--- src/rtl/clk_frac_monitor.sv ---
// clk_frac_monitor: checks a fractional-divider strobe stream against SOURCE_NUM clocks per DEST_NUM intervals.
// Define CLK_FRAC_MON_MINMAX_EN to add per-window minimum/maximum interval outputs.
module clk_frac_monitor #(
    parameter int unsigned SOURCE_NUM = 76,
    parameter int unsigned DEST_NUM   = 10,
    parameter int unsigned TOL        = 0,
    parameter int unsigned LOCK_WIN   = 4,
    parameter int unsigned CNT_W      = 8
) (
    input  logic             clk,
    input  logic             rstn,
    input  logic             frac_in,
    input  logic             clr,
    output logic [CNT_W-1:0] meas_total,
    output logic             meas_valid,
    output logic             meas_ok,
    output logic             locked,
    output logic             err
`ifdef CLK_FRAC_MON_MINMAX_EN
    ,
    output logic [CNT_W-1:0] ivl_min,
    output logic [CNT_W-1:0] ivl_max
`endif
);

    localparam int unsigned DIV_LO  = SOURCE_NUM / DEST_NUM;
    localparam int unsigned DIV_HI  = DIV_LO + 1;
    localparam int unsigned TIMEOUT = 2 * DIV_HI;
    localparam int unsigned OK_LO   = (SOURCE_NUM > TOL) ? SOURCE_NUM - TOL : 0;
    localparam int unsigned OK_HI   = SOURCE_NUM + TOL;
    localparam int unsigned IDX_W   = $clog2(DEST_NUM + 1);
    localparam int unsigned RUN_W   = $clog2(LOCK_WIN + 1);

    typedef enum logic {
        IDLE = 1'b0,
        MEAS = 1'b1
    } state_t;

    state_t           state_q, state_d;
    logic [CNT_W-1:0] ivl_cnt_q, ivl_cnt_d;
    logic [CNT_W-1:0] win_sum_q, win_sum_d;
    logic [IDX_W-1:0] win_idx_q, win_idx_d;
    logic [RUN_W-1:0] run_q, run_d;
    logic [CNT_W-1:0] meas_total_d;
    logic             meas_valid_d, meas_ok_d, locked_d, err_d;

    logic [CNT_W-1:0] ivl;
    logic [CNT_W:0]   sum_ext;
    logic [CNT_W-1:0] sum_sat;
    logic             ivl_bad, sum_ok;

`ifdef CLK_FRAC_MON_MINMAX_EN
    logic [CNT_W-1:0] run_min_q, run_min_d, run_max_q, run_max_d;
    logic [CNT_W-1:0] ivl_min_d, ivl_max_d, cur_min, cur_max;
`endif

    // Interval closed by a strobe this cycle, and the saturated window sum including it
    always_comb begin
        ivl     = (ivl_cnt_q == '1) ? ivl_cnt_q : ivl_cnt_q + CNT_W'(1);
        sum_ext = {1'b0, win_sum_q} + {1'b0, ivl};
        sum_sat = sum_ext[CNT_W] ? '1 : sum_ext[CNT_W-1:0];
        ivl_bad = (32'(ivl) != DIV_LO) && (32'(ivl) != DIV_HI);
        sum_ok  = (32'(sum_sat) >= OK_LO) && (32'(sum_sat) <= OK_HI);
    end

    // Next-state and next-output logic
    always_comb begin
        state_d      = state_q;
        ivl_cnt_d    = ivl_cnt_q;
        win_sum_d    = win_sum_q;
        win_idx_d    = win_idx_q;
        run_d        = run_q;
        meas_total_d = meas_total;
        meas_valid_d = 1'b0;
        meas_ok_d    = meas_ok;
        locked_d     = locked;
        err_d        = err;
`ifdef CLK_FRAC_MON_MINMAX_EN
        run_min_d    = run_min_q;
        run_max_d    = run_max_q;
        ivl_min_d    = ivl_min;
        ivl_max_d    = ivl_max;
        cur_min      = (ivl < run_min_q) ? ivl : run_min_q;
        cur_max      = (ivl > run_max_q) ? ivl : run_max_q;
`endif

        if (clr) begin
            state_d      = IDLE;
            ivl_cnt_d    = '0;
            win_sum_d    = '0;
            win_idx_d    = '0;
            run_d        = '0;
            meas_total_d = '0;
            meas_ok_d    = 1'b0;
            locked_d     = 1'b0;
            err_d        = 1'b0;
`ifdef CLK_FRAC_MON_MINMAX_EN
            run_min_d    = '1;
            run_max_d    = '0;
            ivl_min_d    = '1;
            ivl_max_d    = '0;
`endif
        end else begin
            case (state_q)
                IDLE: begin
                    ivl_cnt_d = '0;
                    if (frac_in) begin
                        state_d   = MEAS;
                        win_sum_d = '0;
                        win_idx_d = '0;
`ifdef CLK_FRAC_MON_MINMAX_EN
                        run_min_d = '1;
                        run_max_d = '0;
`endif
                    end
                end
                MEAS: begin
                    if (frac_in) begin
                        ivl_cnt_d = '0;
                        if (ivl_bad) begin
                            err_d    = 1'b1;
                            run_d    = '0;
                            locked_d = 1'b0;
                        end
                        if (win_idx_q == IDX_W'(DEST_NUM - 1)) begin
                            // Closing strobe also opens the next window
                            win_sum_d    = '0;
                            win_idx_d    = '0;
                            meas_total_d = sum_sat;
                            meas_valid_d = 1'b1;
                            meas_ok_d    = sum_ok;
                            if (sum_ok && !ivl_bad) begin
                                run_d    = (32'(run_q) >= LOCK_WIN) ? run_q : run_q + RUN_W'(1);
                                locked_d = (32'(run_d) == LOCK_WIN);
                            end else begin
                                run_d    = '0;
                                locked_d = 1'b0;
                            end
`ifdef CLK_FRAC_MON_MINMAX_EN
                            ivl_min_d = cur_min;
                            ivl_max_d = cur_max;
                            run_min_d = '1;
                            run_max_d = '0;
`endif
                        end else begin
                            win_sum_d = sum_sat;
                            win_idx_d = win_idx_q + IDX_W'(1);
`ifdef CLK_FRAC_MON_MINMAX_EN
                            run_min_d = cur_min;
                            run_max_d = cur_max;
`endif
                        end
                    end else if (32'(ivl_cnt_q) == TIMEOUT - 1) begin
                        // Strobes stopped: drop the partial window and wait for a fresh start
                        state_d   = IDLE;
                        ivl_cnt_d = '0;
                        win_sum_d = '0;
                        win_idx_d = '0;
                        run_d     = '0;
                        locked_d  = 1'b0;
                        err_d     = 1'b1;
                    end else begin
                        ivl_cnt_d = ivl;
                    end
                end
                default: state_d = IDLE;
            endcase
        end
    end

    // State and output registers
    always_ff @(posedge clk or negedge rstn) begin
        if (!rstn) begin
            state_q    <= IDLE;
            ivl_cnt_q  <= '0;
            win_sum_q  <= '0;
            win_idx_q  <= '0;
            run_q      <= '0;
            meas_total <= '0;
            meas_valid <= 1'b0;
            meas_ok    <= 1'b0;
            locked     <= 1'b0;
            err        <= 1'b0;
`ifdef CLK_FRAC_MON_MINMAX_EN
            run_min_q  <= '1;
            run_max_q  <= '0;
            ivl_min    <= '1;
            ivl_max    <= '0;
`endif
        end else begin
            state_q    <= state_d;
            ivl_cnt_q  <= ivl_cnt_d;
            win_sum_q  <= win_sum_d;
            win_idx_q  <= win_idx_d;
            run_q      <= run_d;
            meas_total <= meas_total_d;
            meas_valid <= meas_valid_d;
            meas_ok    <= meas_ok_d;
            locked     <= locked_d;
            err        <= err_d;
`ifdef CLK_FRAC_MON_MINMAX_EN
            run_min_q  <= run_min_d;
            run_max_q  <= run_max_d;
            ivl_min    <= ivl_min_d;
            ivl_max    <= ivl_max_d;
`endif
        end
    end

endmodule

--- config.mk ---
export PLATFORM = sky130hd
export DESIGN_NAME = clk_frac_monitor
export DESIGN_NICKNAME = d
export VERILOG_FILES = /design/src/rtl/clk_frac_monitor.sv
export SDC_FILE = /design/constraint.sdc
export NUM_CORES = 1
export LEC_CHECK = 0
export BUFFER_PORTS_ARGS = -buffer_cell sky130_fd_sc_hd__buf_2
export CORE_MARGIN = 2
export CORE_UTILIZATION = 50
export DETAILED_ROUTE_END_ITERATION = 16
export PLACE_DENSITY = 0.68
export REMOVE_ABC_BUFFERS = 1
export SLEW_MARGIN = 5
export SYNTH_ARGS = -nofsm -noshare
export SYNTH_HDL_FRONTEND = slang
export SYNTH_SLANG_ARGS = --single-unit
--- constraint.sdc ---
create_clock -name clk -period 3.5 [get_ports clk]
set_input_delay 0.525 -clock clk [delete_from_list [all_inputs] [get_ports clk]]
set_output_delay 0.525 -clock clk [all_outputs]
set_load 0.01 [all_outputs]
# == After elaboration in Yosys (flattened, before gate mapping) ==
# Index checks and enable logic that the tools add are counted.
# classes
addsub,4
magnitude_cmp,3
n_eq_ne,10
mux,55
bitwise_logic,1
n_reduce_logical,12
# ops
cell,n
$mux W8,14
$pmux W8 S2,2
$mux W1,24
$mux W3,8
$mux W4,5
$add A8 B8 Y9,1
$reduce_and A3 Y1,3
$add A8 B1 Y8 const B,1
$eq A8 B4 Y1 const B,1
$eq A8 B8 Y1 const B,1
$ge A8 B7 Y1 const B,1
$le A8 B7 Y1 const B,1
$ne A8 B3 Y1 const B,1
$ne A8 B4 Y1 const B,1
$pmux W4 S2,1
$reduce_bool A2 Y1,3
$add A4 B1 Y4 const B,1
$eq A4 B4 Y1 const B,1
$ne A4 B1 Y1 const B,1
$ne A4 B3 Y1 const B,1
$add A3 B1 Y3 const B,1
$eq A3 B3 Y1 const B,1
$ge A3 B3 Y1 const B,1
$logic_and A1 B1 Y1,3
7 further kinds,7
# word_totals
reg_bits,36
inputBits,4
output_inout_bits,12
word_cells,95

# == Longest topological paths before layout ==
# depth
ltp_word,12
ltp_mapped,14
ltp_nobuf,14

# == Worst setup path before layout ==
# Ideal clock, no wire load.
# synth_timing
path_kind,register to register
start,register ivl_cnt_q[0]
end,register locked
setup_time_ns,0.095
arrival_time_ns,3.138
t_required_ns,3.405
path_slack_ns,0.266
stages_incl_launch_ff,15
n_path_buf,0
period_less_slack_ns,3.234
cell_sequence,dfrtp_1 > ha_1 > nand2_1 > nor3_1 > xnor2_1 > ha_1 > inv_1 > fa_1 > nand3b_2 > nand2_2 > xor2_1 > or4_4 > nor3_2 > nand4_1 > o31ai_1
# synth_via
elab_chain_cells,12
word_cells_on_any_way,22
cone_classes,2 x add/sub; 2 x order compare; 5 x eq/ne; 7 x mux; 6 x reduce/logical
# synth_rtl
element,line_no,text
start: declaration,40,"logic [CNT_W-1:0] ivl_cnt_q, ivl_cnt_d;"
start signal: assignment,192,ivl_cnt_q <= ivl_cnt_d;
$add A8 B1 Y8 or $eq A8 B8 Y1 (tied branches),59,ivl = (ivl_cnt_q == '1) ? ivl_cnt_q : ivl_cnt_q + CNT_W'(1);
$mux W8,59,
$add A8 B8 Y9,60,"sum_ext = {1'b0, win_sum_q} + {1'b0, ivl};"
$mux W8,61,sum_sat = sum_ext[CNT_W] ? '1 : sum_ext[CNT_W-1:0];
$ge A8 B7 Y1 or $le A8 B7 Y1 (tied branches),63,sum_ok = (32'(sum_sat) >= OK_LO) && (32'(sum_sat) <= OK_HI);
$logic_and A1 B1 Y1,63,
$logic_and A1 B1 Y1,132,if (sum_ok && !ivl_bad) begin
$mux W1,132,
$mux W1,125,if (win_idx_q == IDX_W'(DEST_NUM - 1)) begin
$mux W1,118,if (frac_in) begin
$mux W1,104,case (state_q)
$mux W1,87,if (clr) begin
end signal: assignment,199,locked <= locked_d;
end: declaration,17,"output logic locked,"
# Several ways; a longest one is shown, not always the timed one. The select of a mux whose other input is x is not followed.
# A chain may end at the register's enable or synchronous reset.

# == Final worst setup path ==
# layout_timing
start,register ivl_cnt_q[1]
end,register locked
# Same word-level chain as after synthesis.

==> metrics.txt <==
Final Cycle Share 0.945; num ports 16; deepest clock path buffer count 2; die footprint 0.00524 sq mm; Skew-Pair Late Insertion Delay 0.30 ns; Yosys cell types 57; core area 0.00441 sq mm; Post-DP HPWL roughly 4000 um; Layout Nets 298; crit end category flip-flop; max_cap viols 0; vias in the first global route 1866; Synth area leaders dfrtp_1 39%, ha_1 7.5%, nand2_1 4.5%, nor2_1 4.2%, o21ai_0 3.9%; via density per instance 5.95; Clock Skew 0.00373 ns; Worst Slack Setup Final 0.192 ns; Lkg Pwr 1.28 nW; worst slew margin relative to its limit 0.459; Cell Area, Synth 0.00234 sq mm; CP startpoint kind flip-flop; Clock Pin Slew Worst Setup and Hold Paths around 0.080 ns; most frequent cells in the layout 36 x dfrtp_1, 28 x nand2_1, 26 x nor2_1; fin util 0.595; Crit Path Class flip-flop to flip-flop; global-route wire length before repair 9110 um; ANT nets after route 0; wl on met1 2730 um; initial antenna violation count 0; Post-synth EDFFs 0; VDD IR-drop max roughly 200 uV; fin cells between 300 and 400; WL final 5580 um; gr usage total 0.231; FF+latch count, synth 36; DRC 0; commonest non-fill, non-tap cell in the layout dfrtp_1; Layout area overhead 12.4%; dpl ws 0.157 ns; Final Max Slew Viols 0; DRT Pass-1 Iters 4; Die Ht 72.4 um; met3 WL 260 um; Placed Cells 322; clock sink count 36; setup TNS 0 ns; Die X 72.4 um; sequential area share after synthesis 0.385; Yosys warning total 0; Final Critical Period 3.31 ns; # setup viols final 0; Syn Area/Cell 9.20 sq um; root buf cell clkbuf_8; async set-or-reset flop fraction in the synthesized netlist 1.00; DR top layer met4; Cell Pwr Density 298 mW/mm^2; Ant. Diodes 0; Starting Density 0.529; Post-Syn Instances 254; Fmax 0.302 GHz; largest net degree at the start of global routing 37; met2 routed WL roughly 2500 um; port bufs 15; Placer Congestion 0.841; Worst EP arrival roughly 3.5 ns; status finished clean; critical path required time ~3.7 ns; grt total ovfl 0; Top FF cell, synth dfrtp_1; total power just under 0.0008 W; Fin. Hold Viols 0; WL/cell around 17 um; routed via count 1976; htree depth 2; fraction of layout cells with a size suffix above 1 0.193; CTS buffer count 5; Synth area leader dfrtp_1; post-synth top area share 0.385; initial DRC count between 100 and 150; std cell rows 24; CTS tree yes; CP max FO 5; Slew @ Worst Pin 0.811 ns; Worst Hold Class input port to asynchronous set/reset pin
[registers in the layout, indices dropped and copies added (netlist names)]
signal	count
err	1
ivl_cnt_q	8
locked	1
meas_ok	1
meas_total	8
meas_valid	1
run_q	3
state_q	1
win_idx_q	4
win_sum_q	8
[power by group]
group | internal, W | leakage, nW | switching [W]
logic | 0.0000171 | 0.745 | 0.0000372
clock network | 0.000141 | 0.0404 | 0.000166
registers | 0.000419 | 0.500 | 0.00000338
total | 0.000577 | 1.28 | 0.000207
[metal layers]
metal  vias up  GRT usage
met4         0     0.0864
met1       965      0.324
met2        43      0.354
li1        961          -
met3         7     0.0472
met5         -          0
[path summary, 6_finish.rpt]
check	from	to	slack, ns	cells after the start
worst max-delay path	ivl_cnt_q[1]	locked	0.19	15
worst min-delay path	rstn	err	0.31	1
worst max register to register	ivl_cnt_q[1]	locked	0.19	15
worst min register to register	meas_total[6]	meas_total[6]	0.49	2
max in group asynchronous	rstn	locked	2.68	1
min in group clk	clr	err	0.46	2
[what timing repair did]
action	CTS	global route
buffers inserted	0	2
resized for setup	0	7
hold buffers	0	0
setup endpoints to repair	0	5
[through the flow]
step           instance area [sq um]  hold WS [ns]
6_report                        2630         0.307
2_1_floorplan                   2310         0.229
3_3_place_gp                    2490         0.462
4_1_cts                         2580         0.345
5_1_grt                         2630         0.394
3_5_place_dp                    2490         0.469
[kinds of logic (layout without fill, tap and decap cells)]
| group | after synthesis | after routing | share of synthesized area |
|---|---|---|---|
| simple gates | 110 | 110 | 0.263 |
| buf+inv | 22 | 48 | 0.0407 |
| mux | 1 | 1 | 0.00428 |
| xor+xnor | 7 | 7 | 0.0262 |
| fa+ha+maj | 15 | 15 | 0.0835 |
| compound gates | 63 | 63 | 0.196 |
| flops | 36 | 36 | 0.385 |
[synth_stat cells, types with 5 or more instances]
| cell type | number |
|---|---|
| ha_1 | 14 |
| nand3_1 | 6 |
| a22o_1 | 7 |
| nand2_1 | 28 |
| inv_1 | 17 |
| dfrtp_1 | 36 |
| nor3_1 | 6 |
| nor2_1 | 26 |
| xor2_1 | 5 |
| and2_1 | 8 |
| o21ai_0 | 18 |
| a21oi_1 | 8 |
[critical path, cell delays in order, from the launching register on]
cell	delay, ns
dfrtp_1	0.38
ha_2	0.22
nand2_1	0.10
nor3_1	0.15
buf_4	0.16
xnor2_1	0.15
ha_2	0.22
inv_1	0.05
fa_1	0.39
nand3b_4	0.20
nand2_2	0.07
xor2_1	0.10
or4_4	0.50
nor3_2	0.11
nand4_1	0.15
o31ai_2	0.25
[area by class of cell]
type	instances	area, sq um
multi-input cells	196	1370
fillers	385	1790
well taps	52	65.1
clock inverters	3	23.8
clock buffers	5	68.8
repair buffers	23	135
flip-flops and latches	36	901
inverters	17	63.8
(Power assumes the default switching activity.)
